[config.mk]
export PLATFORM = sky130hd
export DESIGN_NAME = counter_job_scheduler
export DESIGN_NICKNAME = d
export VERILOG_FILES = /design/src/rtl/counter_job_scheduler.sv
export SDC_FILE = /design/constraint.sdc
export NUM_CORES = 1
export LEC_CHECK = 0
export CAP_MARGIN = 20
export CORE_UTILIZATION = 43
export DETAILED_ROUTE_END_ITERATION = 10
export GPL_TIMING_DRIVEN = 0
export PLACE_DENSITY = 0.82
export SLEW_MARGIN = 20
export SYNTH_ARGS = -nofsm -noshare
export SYNTH_HDL_FRONTEND = slang
export SYNTH_SLANG_ARGS = --single-unit
[constraint.sdc]
create_clock -name clk -period 1.7 [get_ports clk]
set_clock_uncertainty 0.05 [all_clocks]
set_input_delay 0.255 -clock clk [delete_from_list [all_inputs] [get_ports clk]]
set_output_delay 0.255 -clock clk [all_outputs]
set_load 0.01 [all_outputs]
[src/rtl/counter_job_scheduler.sv]
// Round-robin job scheduler for a shared load/up/down counter.
// Loads, steps and captures the counter, then checks the result.
module counter_job_scheduler #(
  parameter int WIDTH  = 4,
  parameter int STEP_W = 4,
  parameter int UP_INC = 3,
  parameter int DN_DEC = 5
) (
  input  logic              clk,
  input  logic              clearBar,
  input  logic              req_a,
  input  logic              dir_a,
  input  logic [WIDTH-1:0]  load_a,
  input  logic [STEP_W-1:0] steps_a,
  input  logic              req_b,
  input  logic              dir_b,
  input  logic [WIDTH-1:0]  load_b,
  input  logic [STEP_W-1:0] steps_b,
  output logic              gnt_a,
  output logic              gnt_b,
  output logic              busy,
  output logic              done,
  output logic              done_owner,
  output logic [WIDTH-1:0]  result,
  output logic              err,
  output logic              ctr_enable,
  output logic              ctr_up_downBar,
  output logic [WIDTH-1:0]  ctr_in,
  input  logic [WIDTH-1:0]  ctr_out
);

  typedef enum logic [1:0] {
    IDLE, LOAD, RUN, CAPTURE
  } state_t;

  localparam logic [WIDTH-1:0]  UP_V = WIDTH'(UP_INC);
  localparam logic [WIDTH-1:0]  DN_V = WIDTH'(DN_DEC);
  localparam logic [STEP_W-1:0] ONE  = STEP_W'(1);
  localparam logic [STEP_W-1:0] ZERO = '0;

  state_t state, state_n;

  logic              last_owner;
  logic              owner;
  logic              dir_q;
  logic [WIDTH-1:0]  load_q;
  logic [STEP_W-1:0] steps_q;
  logic [STEP_W-1:0] remaining;
  logic [WIDTH-1:0]  expected;
  logic [WIDTH-1:0]  hold_val;

  logic grant;
  logic pick_b;

  // Arbitration: a tie goes to whoever did not win last time.
  always_comb begin
    grant  = req_a | req_b;
    pick_b = 1'b0;
    unique case (1'b1)
      (req_a & req_b):  pick_b = ~last_owner;
      (req_b & ~req_a): pick_b = 1'b1;
      default:          pick_b = 1'b0;
    endcase
  end

  always_comb begin
    state_n = state;
    unique case (state)
      IDLE:    if (grant) state_n = LOAD;
      LOAD:    state_n = (steps_q == ZERO) ? CAPTURE : RUN;
      RUN:     if (remaining == ONE) state_n = CAPTURE;
      CAPTURE: state_n = IDLE;
      default: state_n = IDLE;
    endcase
  end

  // Counter has no hold mode, so idle reloads the held value.
  always_comb begin
    ctr_enable     = 1'b1;
    ctr_up_downBar = 1'b0;
    ctr_in         = hold_val;
    unique case (state)
      LOAD:    ctr_in = load_q;
      RUN: begin
        ctr_enable     = 1'b0;
        ctr_up_downBar = dir_q;
      end
      CAPTURE: ctr_in = ctr_out;
      default: ;
    endcase
  end

  always_ff @(posedge clk) begin
    if (!clearBar) begin
      state      <= IDLE;
      last_owner <= 1'b1;
      owner      <= 1'b0;
      dir_q      <= 1'b0;
      load_q     <= '0;
      steps_q    <= '0;
      remaining  <= '0;
      expected   <= '0;
      hold_val   <= '0;
      result     <= '0;
      done_owner <= 1'b0;
      gnt_a      <= 1'b0;
      gnt_b      <= 1'b0;
      busy       <= 1'b0;
      done       <= 1'b0;
      err        <= 1'b0;
    end else begin
      state <= state_n;
      gnt_a <= 1'b0;
      gnt_b <= 1'b0;
      done  <= 1'b0;
      err   <= 1'b0;
      unique case (state)
        IDLE: begin
          if (grant) begin
            dir_q      <= pick_b ? dir_b   : dir_a;
            load_q     <= pick_b ? load_b  : load_a;
            steps_q    <= pick_b ? steps_b : steps_a;
            expected   <= pick_b ? load_b  : load_a;
            owner      <= pick_b;
            last_owner <= pick_b;
            gnt_a      <= ~pick_b;
            gnt_b      <= pick_b;
            busy       <= 1'b1;
          end
        end
        LOAD: remaining <= steps_q;
        RUN: begin
          remaining <= remaining - ONE;
          expected  <= dir_q ? expected + UP_V
                             : expected - DN_V;
        end
        CAPTURE: begin
          result     <= ctr_out;
          hold_val   <= ctr_out;
          done       <= 1'b1;
          err        <= (ctr_out != expected);
          done_owner <= owner;
          busy       <= 1'b0;
        end
        default: ;
      endcase
    end
  end

endmodule

==> impl_metrics.py, run 1 <==
metrics = {
    "worst_setup_path": {
        "slowest_stage": "dfxtp_4",
        "critPathTopFamily": "flip-flops",
        "crit_path_max_fanout": 8,
        "crit_chain": "ha_4, clkbuf_16, a22oi_1, nand2_1, buf_2",
        "path_buf_inv": 2,
        "cp.arrival_ns": 1.38,
        "worstSetupEndpoint": "ctr_in[0]",
        "cp.depth": 5,
        "startpoint": "state[1]",
        "slowest_delay_ns": 0.38,
        "start_kind": "flop",
        "reg2reg_slack_ns": 0.04,
        "required_ns": 1.39,
        "reg2regPathDepth": 8,
        "worstSetupPathType": "flop to output port",
        "worstReg2RegStart": "state[1]",
        "timing.rr.end": "expected[2]",
        "endpoint_kind": "output port",
    },
    "sta": {
        "period_share_pct": 99.0,
        "max_freq_mhz": 594,
        "period_needed_ns": 1.68,
        "worst_hold_slack_ns": 0.437,
        "tightest_slew_ns": 0.574,
        "slew_headroom_pct": 61.7,
        "setup_viol": 0,
        "hold_viol_final": 0,
        "timing.setup.tns_ns": 0,
        "slew_violations": 0,
        "rsz0062_at_grt": "true",
    },
    "yosys": {
        "synth-async-reset-ratio_pct": 0,
        "synth_compound_area_share_pct": 18.1,
        "yosys.area_share.adder_pct": 5.50,
        "synth_edf_count": 0,
        "synth_ff_type": "dfxtp_1",
        "synth-simple-area-share_pct": 16.8,
        "syn_inst": 179,
        "synth-seq-cells": 31,
        "yosys.area.top_type_share_pct": 39.0,
        "yosys.area.top_type": "dfxtp_1",
        "synth_area_leaders": "dfxtp_1 39%, mux2i_1 11%, nor2_1 6.1%",
        "synth_top_family_by_area": "compound AO/OA/AOI/OAI gates",
        "yosysWarnings": 0,
        "seq_area_frac_synth_pct": 39.0,
        "muxShareOfSynthArea_pct": 11.6,
        "synth_xor_area_share_pct": 3.30,
        "synth_cell_types": 42,
        "synth_fp_nets": 212,
        "synth_area_um2": 1590,
        "synth_area_per_cell_um2": 8.90,
    },
    "clock_network": {
        "cts.path.max_buffers": 2,
        "cts_tree": "built",
        "cts_htree_levels": 2,
        "clk_latency_ns": 0.29,
        "cts_made_buffers": 5,
        "clk_pin_slew_ns": 0.06,
        "root_buffer": "clkbuf_8",
        "clock-sinks": 31,
        "hold_buffers": 0,
    },
    "outcome": {
        "status": "finished, final reports clean",
    },
    "pwr": {
        "leakagePower_nw": 0.961,
        "seqPwrFrac_pct": 34.0,
        "peakVddDrop_uv": 679,
        "p_sw_share_pct": 38.5,
        "p_int_w": 0.00211,
        "switching_power_w": 0.00132,
        "pwr-share-comb_pct": 49.7,
        "p_clk_share_pct": 16.3,
        "power_per_cell_area_nw_per_um2": 1450,
    },
    "finish": {
        "antenna_cells": 0,
        "final_util_pct": 68.9,
        "syn2layout_area_growth_pct": 48.9,
        "fin_area_um2": 2370,
        "drive_above_1_share_pct": 22.3,
        "nets": 274,
    },
    "route": {
        "viasPerCell": 5.33,
        "first_pass_iters": 4,
        "drt-initial-drc-count": 51,
        "wl_per_cell_um": 14.4,
        "ant_nets": 0,
        "routed_wl_mm": 4.15,
        "vias": 1535,
        "drc": 0,
    },
    "die": {
        "start_util_pct": 46.3,
        "die_h_um": 62.9,
        "num_rows": 21,
        "die_area_um2": 3950,
        "core_area_um2": 3440,
        "io_pins": 42,
        "die_x_um": 62.9,
    },
    "hold_path": {
        "min_delay_path_depth": 2,
        "hold_path.class": "flop to flop",
    },
    "placement": {
        "dpl.hpwl_mm": 2.69,
        "routabilityCongestion": 0.857,
        "placed_area_um2": 2060,
        "io_buffers": 41,
    },
    "grt": {
        "grt_usage_pct": 23.4,
        "grt_pass1_vias": 1604,
        "grt_overflow_total": 0,
        "grt_max_degree": 11,
        "grt_pass1_wl_mm": 7.22,
        "antenna_found_initial": 0,
    },
    "flow_run": {
        "drv_cap": 0,
    },
}
[per-stage QoR]
stage | power, W | setup WS (ns) | cells
2_1_floorplan | 0.00205 | 0.0315 | 179
3_3_place_gp | 0.00244 | -0.481 | 266
3_5_place_dp | 0.00248 | -0.513 | 266
4_1_cts | 0.00332 | 0.00122 | 284
5_1_grt | 0.00368 | -0.0581 | 288
6_report | 0.00344 | 0.0166 | 288
[Yosys cell counts, types with 2 or more instances]
| cell type | number |
|---|---|
| a211oi_1 | 8 |
| a21oi_1 | 6 |
| a22oi_1 | 6 |
| and2_1 | 2 |
| buf_2 | 4 |
| buf_6 | 2 |
| clkbuf_1 | 4 |
| dfxtp_1 | 31 |
| ha_1 | 7 |
| inv_1 | 8 |
| mux2i_1 | 17 |
| nand2_1 | 14 |
| nand3_1 | 5 |
| nor2_1 | 26 |
| nor3_1 | 2 |
| nor4_1 | 2 |
| o21ai_0 | 5 |
| o31ai_1 | 2 |
| xor2_1 | 5 |
[kinds of logic after synthesis]
group,Yosys count
and+or+nand+nor,58
AOI/OAI and AO/OA,40
DFF,31
buffers and inverters,19
muxes,18
adders and majority gates,7
xor gates and xnor gates,6
[worst register-to-register path, stage by stage (launching register included)]
cell and delay (ns):
dfxtp_4 0.40, inv_4 0.06, ha_4 0.15, buf_6 0.12, buf_4 0.14, buf_4 0.15, o21ai_4 0.15, nor3_2 0.06
o31a_1 0.28
[state kept, by name (all words and copies together), names as in the netlist, 2 cells and up]
register and count:
remaining 4, state 2, expected 4, steps_q 4, hold_val 4, load_q 4
[power groups by stage]
stage | Sequential, W | Combinational [W] | Clock [W]
global route | 0.00120 | 0.00188 | 0.000602
global placement | 0.00113 | 0.00132 | 0
CTS | 0.00116 | 0.00159 | 0.000566
floorplan | 0.00111 | 0.000945 | 0
finish | 0.00117 | 0.00171 | 0.000559
detailed placement | 0.00114 | 0.00135 | 0
[per-layer routing]
layer / vias to the layer above / global-route usage, % / wire length (µm)
li1: 750 / - / -
met1: 720 / 25.9 / 1760
met2: 56 / 41.5 / 2070
met3: 9 / 5.11 / 226
met4: 0 / 11.9 / 98
met5: - / 0 / 0
[area by class of cell]
class,count,area [µm²]
clock inverters,1,5.00
multi-input cells,129,981
inverters,8,37.5
repair buffers,56,498
flip-flops and latches,31,628
fillers,275,1070
clock buffers,7,76.3
well taps,46,57.6
plain buffers,10,87.6
[cells in the final DEF (no fill, tap or decap), types with 6 or more instances in the layout]
cell type / count
a211oi_1: 8
buf_2: 6
buf_4: 14
clkdlybuf4s50_1: 33
dfxtp_1: 29
mux2i_1: 17
nand2_1: 14
nor2_1: 24
[worst min-delay path by stage]
stage               start     endpoint  slack [ns]
2_1_floorplan  ctr_out[0]  hold_val[0]        0.35
3_3_place_gp        owner        owner        0.41
3_5_place_dp        owner        owner        0.43
4_1_cts             owner        owner        0.44
5_1_grt             owner        owner        0.46
6_report            owner        owner        0.44
[timing repair]
action                                  in CTS  in global routing
resized for setup                           53                 11
setup buffers                               10                  5
hold endpoints to repair                     0                  0
endpoints found under the setup margin      11                 12
pin swaps                                    0                  8
(Power assumes the default switching activity.)
==> run 2: changes to the inputs <==
- CORE_MARGIN: default -> 2
==> run 2 against run 1 <==
Combinational power shrank 6%. Sequential share of layout area grew 0.24 points. Via count shrank 3.3%. Power fell by 1.1%. Utilization is 3.7 points lower. Count of clock-buffer cells in the layout increased by 1. Critical path depth increased by 1. The flow now finishes with violations (negative setup slack). Setup slack worse by 0.089 ns. Die area is 6.5% higher. Global-route usage down 2.1 points.
==> impl_metrics.py, run 2 (synthesized netlist as in run 1, its figures left out) <==
metrics = {
    "sta": {
        "max_freq_mhz": 564,
        "setup_viol": 6,
        "slew_headroom_pct": 60.6,
        "tightest_slew_ns": 0.591,
        "setup_slack_ns": -0.0722,
        "hold_viol_final": 0,
        "period_share_pct": 104,
        "period_needed_ns": 1.77,
        "rsz0062_at_grt": "true",
        "slew_violations": 0,
    },
    "route": {
        "ant_nets": 0,
        "drt-initial-drc-count": 59,
        "viasPerCell": 5.19,
        "drc": 0,
        "routed_wl_mm": 4.04,
        "first_pass_iters": 4,
        "vias": 1485,
        "wl_per_cell_um": 14.1,
    },
    "finish": {
        "mostFrequentLayoutCells": "33 x clkdlybuf4s50_1, 29 x dfxtp_1, 24 x nor2_1",
        "syn2layout_area_growth_pct": 47.5,
        "antenna_cells": 0,
        "instances_no_fill": 286,
        "drive_above_1_share_pct": 21.8,
        "nets": 270,
        "final_util_pct": 65.2,
        "final_common_cell": "clkdlybuf4s50_1",
    },
    "placement": {
        "io_buffers": 41,
        "dpl.hpwl_mm": 2.65,
        "routabilityCongestion": 0.859,
        "pre_cts_ws_ns": -0.511,
        "dp.cells": 268,
    },
    "grt": {
        "grt_pass1_wl_mm": 6.77,
        "antenna_found_initial": 0,
        "grt_max_degree": 11,
        "grt_overflow_total": 0,
        "grt_usage_pct": 21.4,
        "grt_pass1_vias": 1447,
    },
    "worst_setup_path": {
        "cp.arrival_ns": 1.47,
        "required_ns": 1.39,
        "worstReg2RegStart": "state[0]",
        "worstSetupPathType": "flop to output port",
        "endpoint_kind": "output port",
        "start_kind": "flop",
        "crit_path_max_fanout": 7,
        "startpoint": "state[0]",
    },
    "clock_network": {
        "clk_latency_ns": 0.30,
        "root_buffer": "clkbuf_8",
        "clock-sinks": 31,
        "cts_htree_levels": 2,
        "clk_pin_slew_ns": 0.06,
        "cts.path.max_buffers": 2,
        "cts_tree": "built",
        "cts_made_buffers": 5,
    },
    "die": {
        "die_area_um2": 4210,
        "start_util_pct": 44.2,
        "die_x_um": 64.9,
        "die_h_um": 64.9,
        "io_pins": 42,
        "core_area_um2": 3610,
        "num_rows": 22,
    },
    "outcome": {
        "violations": "negative setup slack",
        "status": "complete, but fails checks",
    },
    "flow_run": {
        "drv_cap": 0,
    },
    "pwr": {
        "peakVddDrop_uv": 688,
        "power_per_cell_area_nw_per_um2": 1450,
        "leakagePower_nw": 0.938,
    },
    "hold_path": {
        "hold_start": "owner",
        "hold_path.class": "flop to flop",
    },
}
## run 2: worst paths after layout
kind | end | slack, ns | cells past startpoint
worst max-delay path | ctr_in[0] | -0.07 | 6
worst min-delay path | owner | 0.44 | 2
worst max register to register | expected[2] | 0.06 | 8
worst min register to register | owner | 0.44 | 2
## run 2: per-stage QoR
stage / instance area [µm²] / total power (W) / hold slack [ns] / setup TNS, ns
floorplan: 1590 / 0.00205 / 0.352 / 0
global placement: 2060 / 0.00244 / 0.411 / -4.32
detailed placement: 2060 / 0.00248 / 0.419 / -4.67
CTS: 2350 / 0.00335 / 0.429 / -0.139
global route: 2350 / 0.00364 / 0.450 / -0.622
finish: 2350 / 0.00340 / 0.438 / -0.241
## run 2: area by class of cell
type / count / area (µm²)
inverter: 8 / 36.3
buffer: 10 / 83.8
sequential: 31 / 628
timing repair buffer: 52 / 468
fill: 295 / 1260
multi-input combinational: 129 / 973
clock buffer: 8 / 100
tap: 48 / 60.1
## run 2: critical path, stage by stage, from the launching register on
cell       delay (ns)
dfxtp_4          0.35
buf_6            0.12
ha_4             0.17
clkbuf_16        0.16
a22oi_2          0.17
nand2_1          0.07
buf_2            0.13
## run 2: layer usage
metal	GRT usage (%)	share of wire, %	vias up
met5	0	0	-
met4	8.78	2.5	0
met3	6.60	4.5	10
met2	38.9	51	36
met1	22.6	42	686
li1	-	-	753
## run 2: power by group
part	internal, W	switching [W]
Clock	0.000369	0.000276
Combinational	0.000802	0.000800
Sequential	0.000957	0.000196
## run 2: repair_timing
action	in CTS	in global routing
buffers inserted	11	0
pin swaps	4	5
hold buffers	0	0
gates resized for setup	56	2
endpoints found under the setup margin	9	12
==> run 3: changes to the inputs <==
- CORE_UTILIZATION: 43 -> 45
- CTS_BUF_LIST: default -> sky130_fd_sc_hd__clkbuf_4
- CTS_CLUSTER_SIZE: default -> 16
- PLACE_DENSITY: 0.82 -> 0.85
==> run 3 against run 2 <==
The flow still finishes with violations (negative setup slack). Die area shrank 4.2%. Sequential power is essentially flat. Register-to-register slack lost 0.02 ns. Hold slack lost 0.098 ns. Critical endpoint is now ctr_in[2]. Largest cell class unchanged. Largest power group unchanged.
==> impl_metrics.py, run 3 (synthesized netlist as in run 1, its figures left out) <==
metrics = {
    "placement": {
        "routabilityCongestion": 0.857,
        "io_buffers": 41,
        "dp.cells": 266,
        "pre_cts_ws_ns": -0.524,
        "dpl.hpwl_mm": 2.60,
    },
    "die": {
        "core_area_um2": 3360,
        "start_util_pct": 47.4,
        "io_pins": 42,
        "die_h_um": 63.5,
        "num_rows": 21,
        "die_x_um": 63.5,
        "die_area_um2": 4030,
    },
    "worst_setup_path": {
        "crit_chain": "buf_6, ha_4, clkbuf_16, a22oi_2, nand2_2, buf_6",
        "reg2reg_slack_ns": 0.04,
        "required_ns": 1.39,
        "start_kind": "flop",
        "endpoint_kind": "output port",
        "worstSetupPathType": "flop to output port",
        "timing.rr.end": "expected[2]",
        "cp.arrival_ns": 1.53,
        "startpoint": "state[0]",
        "cpMostUsedCell": "buf_6",
        "worstReg2RegStart": "state[0]",
        "slowest_stage": "dfxtp_4",
        "worstSetupEndpoint": "ctr_in[2]",
        "slowest_delay_ns": 0.37,
        "crit_path_max_fanout": 7,
        "reg2regPathDepth": 6,
    },
    "clock_network": {
        "cts_tree": "built",
        "clk_latency_ns": 0.34,
        "cts_made_buffers": 5,
        "clock-sinks": 31,
        "cts.path.max_buffers": 2,
        "clk_pin_slew_ns": 0.10,
        "cts_htree_levels": 2,
        "root_buffer": "clkbuf_4",
    },
    "route": {
        "routed_wl_mm": 4.06,
        "drt-initial-drc-count": 62,
        "vias": 1517,
        "wl_per_cell_um": 14.1,
        "viasPerCell": 5.27,
        "ant_nets": 0,
        "first_pass_iters": 4,
        "drc": 0,
    },
    "finish": {
        "mostFrequentLayoutCells": "33 x clkdlybuf4s50_1, 29 x dfxtp_1, 24 x nor2_1",
        "antenna_cells": 0,
        "seq_area_um2": 628,
        "drive_above_1_share_pct": 24.4,
        "final_common_cell": "clkdlybuf4s50_1",
        "multi_input_area_um2": 991,
        "nets": 274,
        "syn2layout_area_growth_pct": 50.1,
        "final_util_pct": 71.1,
        "fillers": 270,
        "instances_no_fill": 288,
    },
    "pwr": {
        "switching_power_w": 0.00128,
        "p_clk_share_pct": 16.7,
        "p_int_w": 0.00211,
        "peakVddDrop_uv": 763,
        "power_per_cell_area_nw_per_um2": 1420,
        "p_sw_share_pct": 37.7,
        "pwr-share-comb_pct": 49.3,
        "leakagePower_nw": 0.980,
        "seqPwrFrac_pct": 33.9,
    },
    "sta": {
        "setup_viol": 5,
        "timing.setup.tns_ns": -0.509,
        "period_needed_ns": 1.84,
        "rsz0062_at_grt": "true",
        "slew_violations": 0,
        "tightest_slew_ns": 0.543,
        "slew_headroom_pct": 63.8,
        "setup_slack_ns": -0.136,
        "period_share_pct": 108,
        "max_freq_mhz": 545,
        "hold_viol_final": 0,
    },
    "flow_run": {
        "drv_cap": 0,
    },
    "grt": {
        "grt_usage_pct": 22.1,
        "grt_pass1_wl_mm": 6.97,
        "grt_max_degree": 11,
        "antenna_found_initial": 0,
        "grt_overflow_total": 0,
        "grt_pass1_vias": 1486,
    },
    "hold_path": {
        "hold_path.class": "input pin to flop",
    },
    "outcome": {
        "status": "complete, but fails checks",
        "violations": "negative setup slack",
    },
}
[run 3: cell types whose count changed in the layout (fill, tap and decap cells not counted), sizes merged]
cell	previous run	this run
inv	7	8
clkinvlp	1	0
bufinv	0	1
clkbuf	12	10
buf	22	26
dlygate4sd2	3	0
clkinv	0	2
dlymetal6s2s	0	2
[run 3: through the flow]
step / hold slack, ns / total power (W) / instance area, µm²
after floorplan: 0.352 / 0.00205 / 1590
after global placement: 0.411 / 0.00244 / 2060
after detailed placement: 0.415 / 0.00248 / 2060
after CTS: 0.437 / 0.00329 / 2350
after global routing: 0.372 / 0.00364 / 2390
final: 0.340 / 0.00339 / 2390
[run 3: per-layer routing]
layer	GRT usage, %	wire length (µm)	up-vias
li1	-	-	752
met1	25.2	1750	714
met2	39.3	2080	45
met3	6.61	181	6
met4	7.07	45	0
met5	0	0	-
[run 3: worst min-delay path by stage]
stage	start	end	slack, ns	cells past startpoint
final	req_b	last_owner	0.34	3
after global routing	req_b	last_owner	0.37	3
after CTS	owner	owner	0.44	2
after detailed placement	owner	owner	0.42	2
after global placement	owner	owner	0.41	2
after floorplan	ctr_out[0]	hold_val[0]	0.35	2
[run 3: timing repair]
action,CTS,global route
gates resized for setup,53,13
hold buffers,0,0
setup buffers,14,1
cloned,0,0
setup endpoints to repair,9,14
pin swaps,5,6
[run 3: area by class of cell]
| type | instances | share of cell area, % |
|---|---|---|
| Multi-Input combinational cell | 129 | 41.4 |
| Buffer | 10 | 3.56 |
| Clock inverter | 3 | 1.62 |
| Timing Repair Buffer | 56 | 21.8 |
| Inverter | 8 | 1.36 |
| Clock buffer | 5 | 1.57 |
| Sequential cell | 31 | 26.3 |
| Tap cell | 46 | 2.41 |
[run 3: power groups by stage]
| stage | logic, W | clock network [W] | registers (W) |
|---|---|---|---|
| after global placement | 0.00131 | 0 | 0.00112 |
| after floorplan | 0.000945 | 0 | 0.00111 |
| after detailed placement | 0.00134 | 0 | 0.00113 |
| after global routing | 0.00185 | 0.000613 | 0.00118 |
| final | 0.00167 | 0.000568 | 0.00115 |
| after CTS | 0.00158 | 0.000571 | 0.00114 |
[run 3: critical path, delay by kind of cell (launching register included)]
kind | cells | cell delay (ns)
buffers and inverters | 3 | 0.41
DFF | 1 | 0.37
adders and majority gates | 1 | 0.17
AOI/OAI and AO/OA | 1 | 0.17
and+or+nand+nor | 1 | 0.08
